--- src/rtl/fabric_link_vc.sv ---
// Multi-channel fabric link stage: per-channel FIFOs, round-robin arbitration, per-channel downstream ready.
// Optional per-channel transfer counters enabled by FABRIC_LINK_STATS_EN.
package fabric_link_vc_pkg;
  typedef struct packed {
    logic [3:0] dst_row;
    logic [3:0] dst_col;
    logic [7:0] payload;
  } t_tile_trans;
endpackage

module fabric_link_vc
  import fabric_link_vc_pkg::*;
#(
  parameter int unsigned NUM_CH = 2,
  parameter int unsigned DATA_W = $bits(t_tile_trans),
  parameter int unsigned DEPTH  = 4,
  parameter int unsigned CH_W   = (NUM_CH > 1) ? $clog2(NUM_CH) : 1
) (
  input  logic                           clk,
  input  logic                           rst,
  input  logic [NUM_CH-1:0]              in_valid,
  input  logic [NUM_CH-1:0][DATA_W-1:0]  in_data,
  output logic [NUM_CH-1:0]              in_ready,
  output logic                           out_valid,
  output logic [CH_W-1:0]                out_ch,
  output logic [DATA_W-1:0]              out_data,
  input  logic [NUM_CH-1:0]              out_ready,
  output logic                           err_overflow,
  output logic [NUM_CH-1:0][15:0]        stat_xfer_cnt
);

  localparam int unsigned PTR_W = $clog2(DEPTH);
  localparam int unsigned CNT_W = PTR_W + 1;

  logic [DATA_W-1:0]             mem [NUM_CH][DEPTH];
  logic [NUM_CH-1:0][PTR_W-1:0]  wr_ptr, rd_ptr;
  logic [NUM_CH-1:0][CNT_W-1:0]  count;
  logic [CH_W-1:0]               rr_ptr;
  logic [NUM_CH-1:0]             eligible, push, pop;
  logic [CH_W-1:0]               grant, gidx;
  logic                          found;

  // Flow control uses registered counts only, so in_ready never depends on out_ready.
  always_comb begin
    for (int unsigned c = 0; c < NUM_CH; c++) begin
      in_ready[c] = (count[c] != CNT_W'(DEPTH));
      eligible[c] = (count[c] != '0) && out_ready[c];
      push[c]     = in_valid[c] && in_ready[c];
    end
  end

  // Round-robin search upward from rr_ptr; out_ready reaches the outputs combinationally.
  always_comb begin
    grant = '0;
    gidx  = '0;
    found = 1'b0;
    for (int unsigned i = 0; i < NUM_CH; i++) begin
      gidx = CH_W'((32'(rr_ptr) + i) % NUM_CH);
      if (!found && eligible[gidx]) begin
        found = 1'b1;
        grant = gidx;
      end
    end
  end

  always_comb begin
    out_valid = found;
    out_ch    = grant;
    out_data  = found ? mem[grant][rd_ptr[grant]] : '0;
    for (int unsigned c = 0; c < NUM_CH; c++) begin
      pop[c] = found && (grant == CH_W'(c));
    end
  end

  always_ff @(posedge clk) begin
    for (int unsigned c = 0; c < NUM_CH; c++) begin
      if (!rst && push[c]) begin
        mem[c][wr_ptr[c]] <= in_data[c];
      end
    end
  end

  // Pointer/count bookkeeping; a full channel stays blocked even when popped the same cycle.
  always_ff @(posedge clk) begin
    if (rst) begin
      wr_ptr       <= '0;
      rd_ptr       <= '0;
      count        <= '0;
      rr_ptr       <= '0;
      err_overflow <= 1'b0;
    end else begin
      for (int unsigned c = 0; c < NUM_CH; c++) begin
        if (push[c]) wr_ptr[c] <= wr_ptr[c] + PTR_W'(1);
        if (pop[c])  rd_ptr[c] <= rd_ptr[c] + PTR_W'(1);
        if (push[c] && !pop[c]) begin
          count[c] <= count[c] + CNT_W'(1);
        end else if (!push[c] && pop[c]) begin
          count[c] <= count[c] - CNT_W'(1);
        end
      end
      if (found) begin
        rr_ptr <= CH_W'((32'(grant) + 32'd1) % NUM_CH);
      end
      if ((in_valid & ~in_ready) != '0) begin
        err_overflow <= 1'b1;
      end
    end
  end

`ifdef FABRIC_LINK_STATS_EN
  logic [NUM_CH-1:0][15:0] stat_q;

  // Saturating per-channel transfer counters.
  always_ff @(posedge clk) begin
    if (rst) begin
      stat_q <= '0;
    end else begin
      for (int unsigned c = 0; c < NUM_CH; c++) begin
        if (pop[c] && (stat_q[c] != 16'hFFFF)) begin
          stat_q[c] <= stat_q[c] + 16'd1;
        end
      end
    end
  end

  assign stat_xfer_cnt = stat_q;
`else
  assign stat_xfer_cnt = '0;
`endif

endmodule

--- config.mk ---
export PLATFORM = sky130hd
export DESIGN_NAME = fabric_link_vc
export DESIGN_NICKNAME = d
export VERILOG_FILES = /design/src/rtl/fabric_link_vc.sv
export SDC_FILE = /design/constraint.sdc
export NUM_CORES = 1
export LEC_CHECK = 0
export CORE_MARGIN = 1
export CORE_UTILIZATION = 54
export DETAILED_ROUTE_END_ITERATION = 7
export GPL_TIMING_DRIVEN = 0
export PLACE_DENSITY = 0.83
export SLEW_MARGIN = 40
export SYNTH_ARGS = -nofsm -noshare
export SYNTH_HDL_FRONTEND = slang
export SYNTH_SLANG_ARGS = --single-unit
--- constraint.sdc ---
create_clock -name clk -period 3.4 [get_ports clk]
set_input_delay 0.51 -clock clk [delete_from_list [all_inputs] [get_ports clk]]
set_output_delay 0.51 -clock clk [all_outputs]
set_load 0.1 [all_outputs]
Word level (Yosys, flattened, before mapping)
Memories as Yosys holds them, arrays and structs flattened. Index checks and enable logic that the tools add are counted.

Register bits after elaboration: 16. Memories: 1. Input port bits: 38. Memory bits (writable): 128. Word-level logic and storage cells: 87.

Add/sub/neg operators: 10. Mux-type cells: 26. Reductions and logical operators: 26. Magnitude comparators: 8. Eq/ne operators: 2. Bitwise logic cells: 6.

Memory list: mem (depth 2, width 64, read ports 1, clocked after Yosys merged registers in 0, wr ports 2, line 35) `logic [DATA_W-1:0] mem [NUM_CH][DEPTH];`.

Operators with widths (number): $mux 64 (2); $mux 16 (5); $demux 16 s2 (2); $bmux 16 s2 (1); $logic_and 1x1->1 (15); $mux 3 (4); $mux 1 (10); $ge 3x3->1 const B (3); $not 2->3 (3); $add 2x1->2 const B (4); $add 3x1->3 const B (2); $logic_not 1->1 (6); $lt 1x2->1 const B (3); $lt 3x1->1 const B (2); $ne 3x3->1 const B (2); $reduce_bool 2->1 (3); $reduce_bool 3->1 (2); $sub 3x1->3 const B (2); $mux 2 (2); $add 1x1->1 const B (2); $and 2x2->2 (1); $not 2->2 (1); $not 1->1 (1).

Longest topological paths before layout
Gate-level depths: netlist of the first run.

Depth after elaboration: 15. Depth in mapped cells: 9. Gate-level depth less buffers: 9.

Worst setup path before layout of the first run
Ideal clock, no wire load.

Path type: input-to-output. Start: in out_ready[0]. End: out out_data[6]. Arrival: 2.966 ns. Buffers on the path: 1. Stages on the path: 5. Setup slack: -0.076 ns. Cell sequence: o31ai_4 -> o21ai_4 -> buf_2 -> mux2_2 -> o22ai_1.

Cells in the longest elaborated chain, start to end: 14.

RTL lines: from (decl) (line 27) `input logic [NUM_CH-1:0] out_ready,`; $logic_and 1x1->1 * (line 47) `eligible[c] = (count[c] != '0) && out_ready[c];`; $mux 1 (implied by the code) (2 in a row) (line 59) `if (!found && eligible[gidx]) begin`; $mux 1 (line 59); $logic_not 1->1 (line 59); $logic_and 1x1->1 (line 59); $mux 1 (line 59); $mux 2 (implied by the code) (2 in a row) (line 69) `out_data = found ? mem[grant][rd_ptr[grant]] : '0;`; $not 2->3 (implied by the code) (line 69); $bmux 16 s2 (line 69); $mux 16 (implied by the code) (2 in a row) (line 69); $mux 16 * (line 69); to (decl) (line 26) `output logic [DATA_W-1:0] out_data,`.

Every way passes the cells marked *; elsewhere a longest branch is shown, timed or not. The select of a mux whose other input is x is not followed.

Worst setup path in the final report of the first run
Start: in out_ready[0]. End: out out_data[13].

Same word-level chain as after synthesis.

==> results of run 1 <==
per-stage QoR:
| stage | total power (W) | worst slack (ns) | util | instances |
|---|---|---|---|---|
| global placement | 0.00545 | -0.588 | 0.631 | 623 |
| detailed placement | 0.00537 | 0.0429 | 0.622 | 623 |
| CTS | 0.00719 | 0.00459 | 0.673 | 655 |
| global route | 0.00749 | 0.00812 | 0.676 | 655 |
| floorplan | 0.00483 | 0.107 | - | 423 |
| finish | 0.00720 | 0.100 | 0.676 | 655 |
cell families (layout without fill, tap and decap cells):
group,after synthesis,in the layout,synth area share
flip-flops,144,144,0.657
multiplexers,98,98,0.166
buffers and inverters,55,144,0.0565
AND/OR/NAND/NOR,38,38,0.0292
AO/OA/AOI/OAI,34,34,0.0506
adder cells (fa/ha/maj),12,12,0.0261
XOR/XNOR,10,10,0.0138
other,1,32,0.000592
how the worst min path moves through the flow:
stage / start / to / slack, ns / cells after the start
finish: rst / rr_ptr / 0.48 / 2
global route: wr_ptr[1] / wr_ptr[1] / 0.53 / 2
CTS: rst / rr_ptr / 0.48 / 2
detailed placement: wr_ptr[1] / wr_ptr[1] / 0.50 / 2
global placement: wr_ptr[1] / wr_ptr[1] / 0.48 / 2
floorplan: wr_ptr[1] / wr_ptr[1] / 0.47 / 2
worst reg2reg max path: stages, from the launching register on:
cell and delay (ns):
dfxtp_1 0.51, o31ai_4 0.15, o21ai_4 0.35, buf_2 0.36, ha_1 0.26, inv_1 0.06, fa_1 0.37, xor2_1 0.18
or3_1 0.30, a21oi_1 0.14
area by class of cell:
class                      instances  share of cell area
buffer                            46              0.0416
clock buffer                      18              0.0556
clock inverter                    14              0.0204
inverter                           9             0.00470
multi-input combinational        224               0.252
sequential                       144               0.539
tap                              143              0.0232
timing repair buffer              57              0.0632
routing by layer:
layer	vias to the layer above	GRT usage	routed length, um
met4	0	0.0648	149
met5	-	0	0
met3	16	0.0641	725
met1	1648	0.255	4860
li1	1632	-	-
met2	107	0.391	6480
state kept, by name (all words and copies together), names as in the netlist:
signal	cells
rr_ptr	1
rd_ptr	4
mem	128
err_overflow	1
wr_ptr	4
count	6
layout by cell type, fill, tap and decap left out, types with 3 or more instances in the layout:
| cell type | Yosys | final |
|---|---|---|
| edfxtp_1 | 128 | 128 |
| mux2i_1 | 66 | 66 |
| clkdlybuf4s50_1 | 0 | 36 |
| buf_4 | 33 | 33 |
| conb_1 | 1 | 32 |
| mux2_2 | 24 | 24 |
| buf_2 | 8 | 20 |
| clkbuf_16 | 0 | 17 |
| nor2_1 | 16 | 16 |
| dfxtp_1 | 16 | 16 |
| ha_1 | 10 | 10 |
| o22ai_2 | 8 | 9 |
| clkbuf_4 | 0 | 9 |
| inv_1 | 8 | 8 |
| mux2_4 | 8 | 8 |
| and2_2 | 0 | 8 |
| o22ai_1 | 8 | 7 |
| xor2_1 | 7 | 7 |
| a21oi_1 | 6 | 6 |
| nand2_1 | 5 | 5 |
| clkinvlp_4 | 0 | 5 |
| nand3_1 | 4 | 4 |
| clkbuf_1 | 2 | 3 |
| xnor2_1 | 3 | 3 |
| inv_6 | 0 | 3 |
power by group through the flow:
stage | clock network (W) | registers, W | logic (W)
after floorplan | 0 | 0.00224 | 0.00259
after global placement | 0 | 0.00223 | 0.00322
after detailed placement | 0 | 0.00225 | 0.00312
after CTS | 0.00184 | 0.00221 | 0.00314
after global routing | 0.00194 | 0.00222 | 0.00333
final | 0.00183 | 0.00221 | 0.00316
==> flow_summary.yaml, run 1 <==
global_routing:
  track_usage: 0.219
  antenna_found_initial: 0
  grt-ovfl-total: 0
  grt_pass1_wl_um: 18600
  grt_pass1_vias: 3514
  grt_max_degree: 17
final_layout:
  area_growth_pct: 21.9
  nFillCells: 803
  seq_area_sq_um: 4160
  multiInputGateArea_sq_um: 1950
  fin_area_sq_um: 7720
  layout.nets: 549
  layout-drive-gt1-share: 0.299
  antenna_cells: 0
sta:
  tightestPinTransition_ns: 0.829
  finalClockSkew_ns: 0.00835
  clock.fmax_ghz: 0.303
  setup_tns_ns: 0
  whs_ns: 0.478
  slew_violations: 0
  max_slew_margin: 0.448
  rsz0062_at_grt: "false"
  post-route-period-util: 0.970
  hold_viol_final: 0
  finalSetupViolations: 0
  period_needed_ns: 3.30
critical_path:
  cp_max_fo: 10
  critPathBufInv: 3
  reg2reg_from: "count[0]"
  rr_endpoint: "count[5]"
  rr_worst_depth: 9
  cp_top_family: "buffers and inverters"
  cp-end-kind: "output port"
  cp.depth: 7
  crit_end: "out_data[13]"
  slowest_delay_ns: 0.55
  critPathLaunchType: "input pin"
  path_class: "input pin to output port"
  slowest_stage: "clkdlybuf4s50_1"
  crit_chain: "clkdlybuf4s50_1 -> o31ai_4 -> o21ai_4 -> buf_2 -> mux2_2 -> o22ai_2 -> clkbuf_4"
  crit_required_ns: 2.89
  r2r_slack_ns: 0.65
  critPathLaunch: "out_ready[0]"
  cp_data_arrival_time_ns: 2.79
logic_synthesis:
  synth_warnings: 0
  synthTopCellsByArea: "edfxtp_1 61%, mux2i_1 10%, dfxtp_1 5.1%"
  seq_area_frac_synth: 0.657
  async_flop_share: 0
  synth_edf_count: 128
  ys_seq_elements: 144
  synth_ff_type: "edfxtp_1"
  yosysMostFrequentCell: "edfxtp_1"
  synthCells: 392
  synthTopCellsByCount: "128 x edfxtp_1, 66 x mux2i_1, 33 x buf_4"
  yosysTopAreaCell: "edfxtp_1"
  netlist.area_leader.share: 0.607
  ys_types: 37
  syn_area_per_cell_sq_um: 16.2
  syn_area_sq_um: 6330
power_and_ir_drop:
  p_sw_w: 0.00306
  power.internal_w: 0.00414
  power_density_nw_per_um2: 933
  ir_drop_uv: 1210
  power.leakage_nw: 2.81
  p_comb_frac: 0.440
  switching_share: 0.425
  power_frac_seq: 0.306
  pwr-share-clk: 0.254
clocking:
  post_cts_buffers: 0
  clk_latency_ns: 0.42
  htree_levels: 4
  clock_sinks: 144
  hold_buffers: 0
  clk_pin_slew_worst_paths_ns: 0.06
  numCtsBuffers: 17
  cts_tree: "yes"
  clk_path_buf_depth: 2
  cts_resized: 0
  cts-root-buf: "clkbuf_16"
routing:
  ant_nets: 0
  first_pass_iters: 4
  wirelength_um: 12200
  vias: 3403
  drt_iter0_markers: 163
  drc: 0
  wl_per_cell_um: 18.7
  via_per_inst: 5.20
placed_design:
  globalplace.congestion: 0.724
  dp_hpwl_um: 8350
  placed_area_sq_um: 7100
  portBuffers: 57
floorplan:
  die_area_sq_um: 12200
  start_util: 0.555
  design.portCount: 91
  core_area_sq_um: 11400
  fp.dieW_um: 110
  rows: 39
  chipHeight_um: 110
job:
  drv_cap: 0
min_path:
  hp-class: "input pin to flip-flop"
outcome:
  status: "finished clean"
No activity file was read; power rests on OpenSTA's default activity.
==> run 2: changes to the inputs <==
CTS_BUF_LIST = sky130_fd_sc_hd__clkbuf_16   (was default)
RECOVER_POWER = 25   (was default)
==> run 2 against run 1 <==
Effect of this change:
- clock power hardly changed
- clock skew is 0.0013 ns lower
- first-iteration DRC count is 9.8% lower
- highest routed layer unchanged
- global-route usage stayed put
- sequential power hardly changed
- via count is 0.38% higher
- power hardly changed
- critical path type unchanged
- maximum frequency is 0.10% higher
==> flow_summary.yaml, run 2 (synthesis results as in run 1) <==
placed_design:
  portBuffers: 57
  dp_slack_ns: 0.0429
  globalplace.congestion: 0.724
  dp_hpwl_um: 8350
  placed_area_sq_um: 7100
clocking:
  htree_levels: 4
  clock_sinks: 144
  clk_pin_slew_worst_paths_ns: 0.06
  cts_resized: 0
  post_cts_buffers: 0
  clk_latency_ns: 0.41
  clk_path_buf_depth: 2
  hold_buffers: 0
  numCtsBuffers: 17
  cts-root-buf: "clkbuf_16"
  cts_tree: "yes"
power_and_ir_drop:
  power.internal_w: 0.00413
  p_sw_w: 0.00306
  pwr-share-clk: 0.254
  power_density_nw_per_um2: 932
  switching_share: 0.426
  p_comb_frac: 0.440
  power_frac_seq: 0.307
  ir_drop_uv: 1210
  power.leakage_nw: 2.82
critical_path:
  critPathLaunchType: "input pin"
  reg2reg_from: "count[0]"
  critPathBufInv: 3
  slowest_stage: "clkdlybuf4s50_1"
  cp_max_fo: 10
  cp-end-kind: "output port"
  cp_top_family: "buffers and inverters"
  crit_required_ns: 2.89
  critPathLaunch: "out_ready[0]"
  cp_data_arrival_time_ns: 2.79
  path_class: "input pin to output port"
  slowest_delay_ns: 0.54
  crit_chain: "clkdlybuf4s50_1 -> o31ai_4 -> o21ai_4 -> buf_2 -> mux2_2 -> o22ai_2 -> clkbuf_4"
final_layout:
  antenna_cells: 0
  layout.nets: 549
  area_growth_pct: 21.9
  layout-drive-gt1-share: 0.299
  layout_common_cells: "128 x edfxtp_1, 66 x mux2i_1, 33 x buf_4"
  layout_commonest_cell: "edfxtp_1"
  largest_reg_flops: 128
  fin_area_sq_um: 7720
sta:
  setup_slack_ns: 0.104
  rsz0062_at_grt: "false"
  slew_violations: 0
  clock.fmax_ghz: 0.303
  hold_viol_final: 0
  max_slew_margin: 0.452
  post-route-period-util: 0.969
  finalClockSkew_ns: 0.00705
  finalSetupViolations: 0
  tightestPinTransition_ns: 0.823
  period_needed_ns: 3.30
  whs_ns: 0.477
global_routing:
  antenna_found_initial: 0
  grt_pass1_vias: 3514
  grt_max_degree: 17
  grt-ovfl-total: 0
  track_usage: 0.219
  grt_pass1_wl_um: 18600
min_path:
  min_from: "rst"
  hp-class: "input pin to flip-flop"
floorplan:
  die_area_sq_um: 12200
  start_util: 0.555
  rows: 39
  design.portCount: 91
  chipHeight_um: 110
  fp.dieW_um: 110
  core_area_sq_um: 11400
routing:
  vias: 3416
  via_per_inst: 5.22
  ant_nets: 0
  wl_per_cell_um: 18.6
  drt_iter0_markers: 147
  first_pass_iters: 4
  drc: 0
  wirelength_um: 12200
job:
  drv_cap: 0
outcome:
  status: "finished clean"
-- run 2: cell count changes in the layout (fill, tap and decap cells not counted) --
| cell | delta |
|---|---|
| clkdlybuf4s50_1 | -20 |
| dlygate4sd3_1 | +20 |
| clkbuf_1 | -1 |
| inv_1 | +1 |
-- run 2: metrics by stage --
stage | power (W) | setup TNS [ns] | cells | util
6_report | 0.00720 | 0 | 655 | 0.676
5_1_grt | 0.00749 | 0 | 655 | 0.676
4_1_cts | 0.00719 | 0 | 655 | 0.673
3_5_place_dp | 0.00537 | 0 | 623 | 0.622
3_3_place_gp | 0.00545 | -7.88 | 623 | 0.631
2_1_floorplan | 0.00483 | 0 | 423 | -
-- run 2: cell type report --
cell class              instances  area, sq um
flip-flops and latches        144         4160
fillers                       803         3700
multi-input cells             224         1950
repair buffers                 57          488
clock buffers                  17          425
plain buffers                  46          322
well taps                     143          179
clock inverters                15          161
inverters                       9         36.3
-- run 2: path summary, 6_finish.rpt --
path,to,slack (ns),depth (start not counted)
max,out_data[13],0.10,7
min,rr_ptr,0.48,2
max reg2reg,count[5],0.65,9
min reg2reg,wr_ptr[1],0.50,2
-- run 2: metal layers --
metal | up-vias | track usage | wire length (um)
li1 | 1631 | - | -
met1 | 1661 | 0.255 | 4900
met4 | 0 | 0.0648 | 161
met5 | - | 0 | 0
met2 | 106 | 0.391 | 6460
met3 | 18 | 0.0641 | 691
-- run 2: power groups by stage --
| stage | registers (W) | logic, W | clock network [W] |
|---|---|---|---|
| after CTS | 0.00221 | 0.00314 | 0.00184 |
| after global routing | 0.00222 | 0.00333 | 0.00193 |
| after detailed placement | 0.00225 | 0.00312 | 0 |
| after global placement | 0.00223 | 0.00322 | 0 |
| after floorplan | 0.00224 | 0.00259 | 0 |
| final | 0.00221 | 0.00316 | 0.00183 |
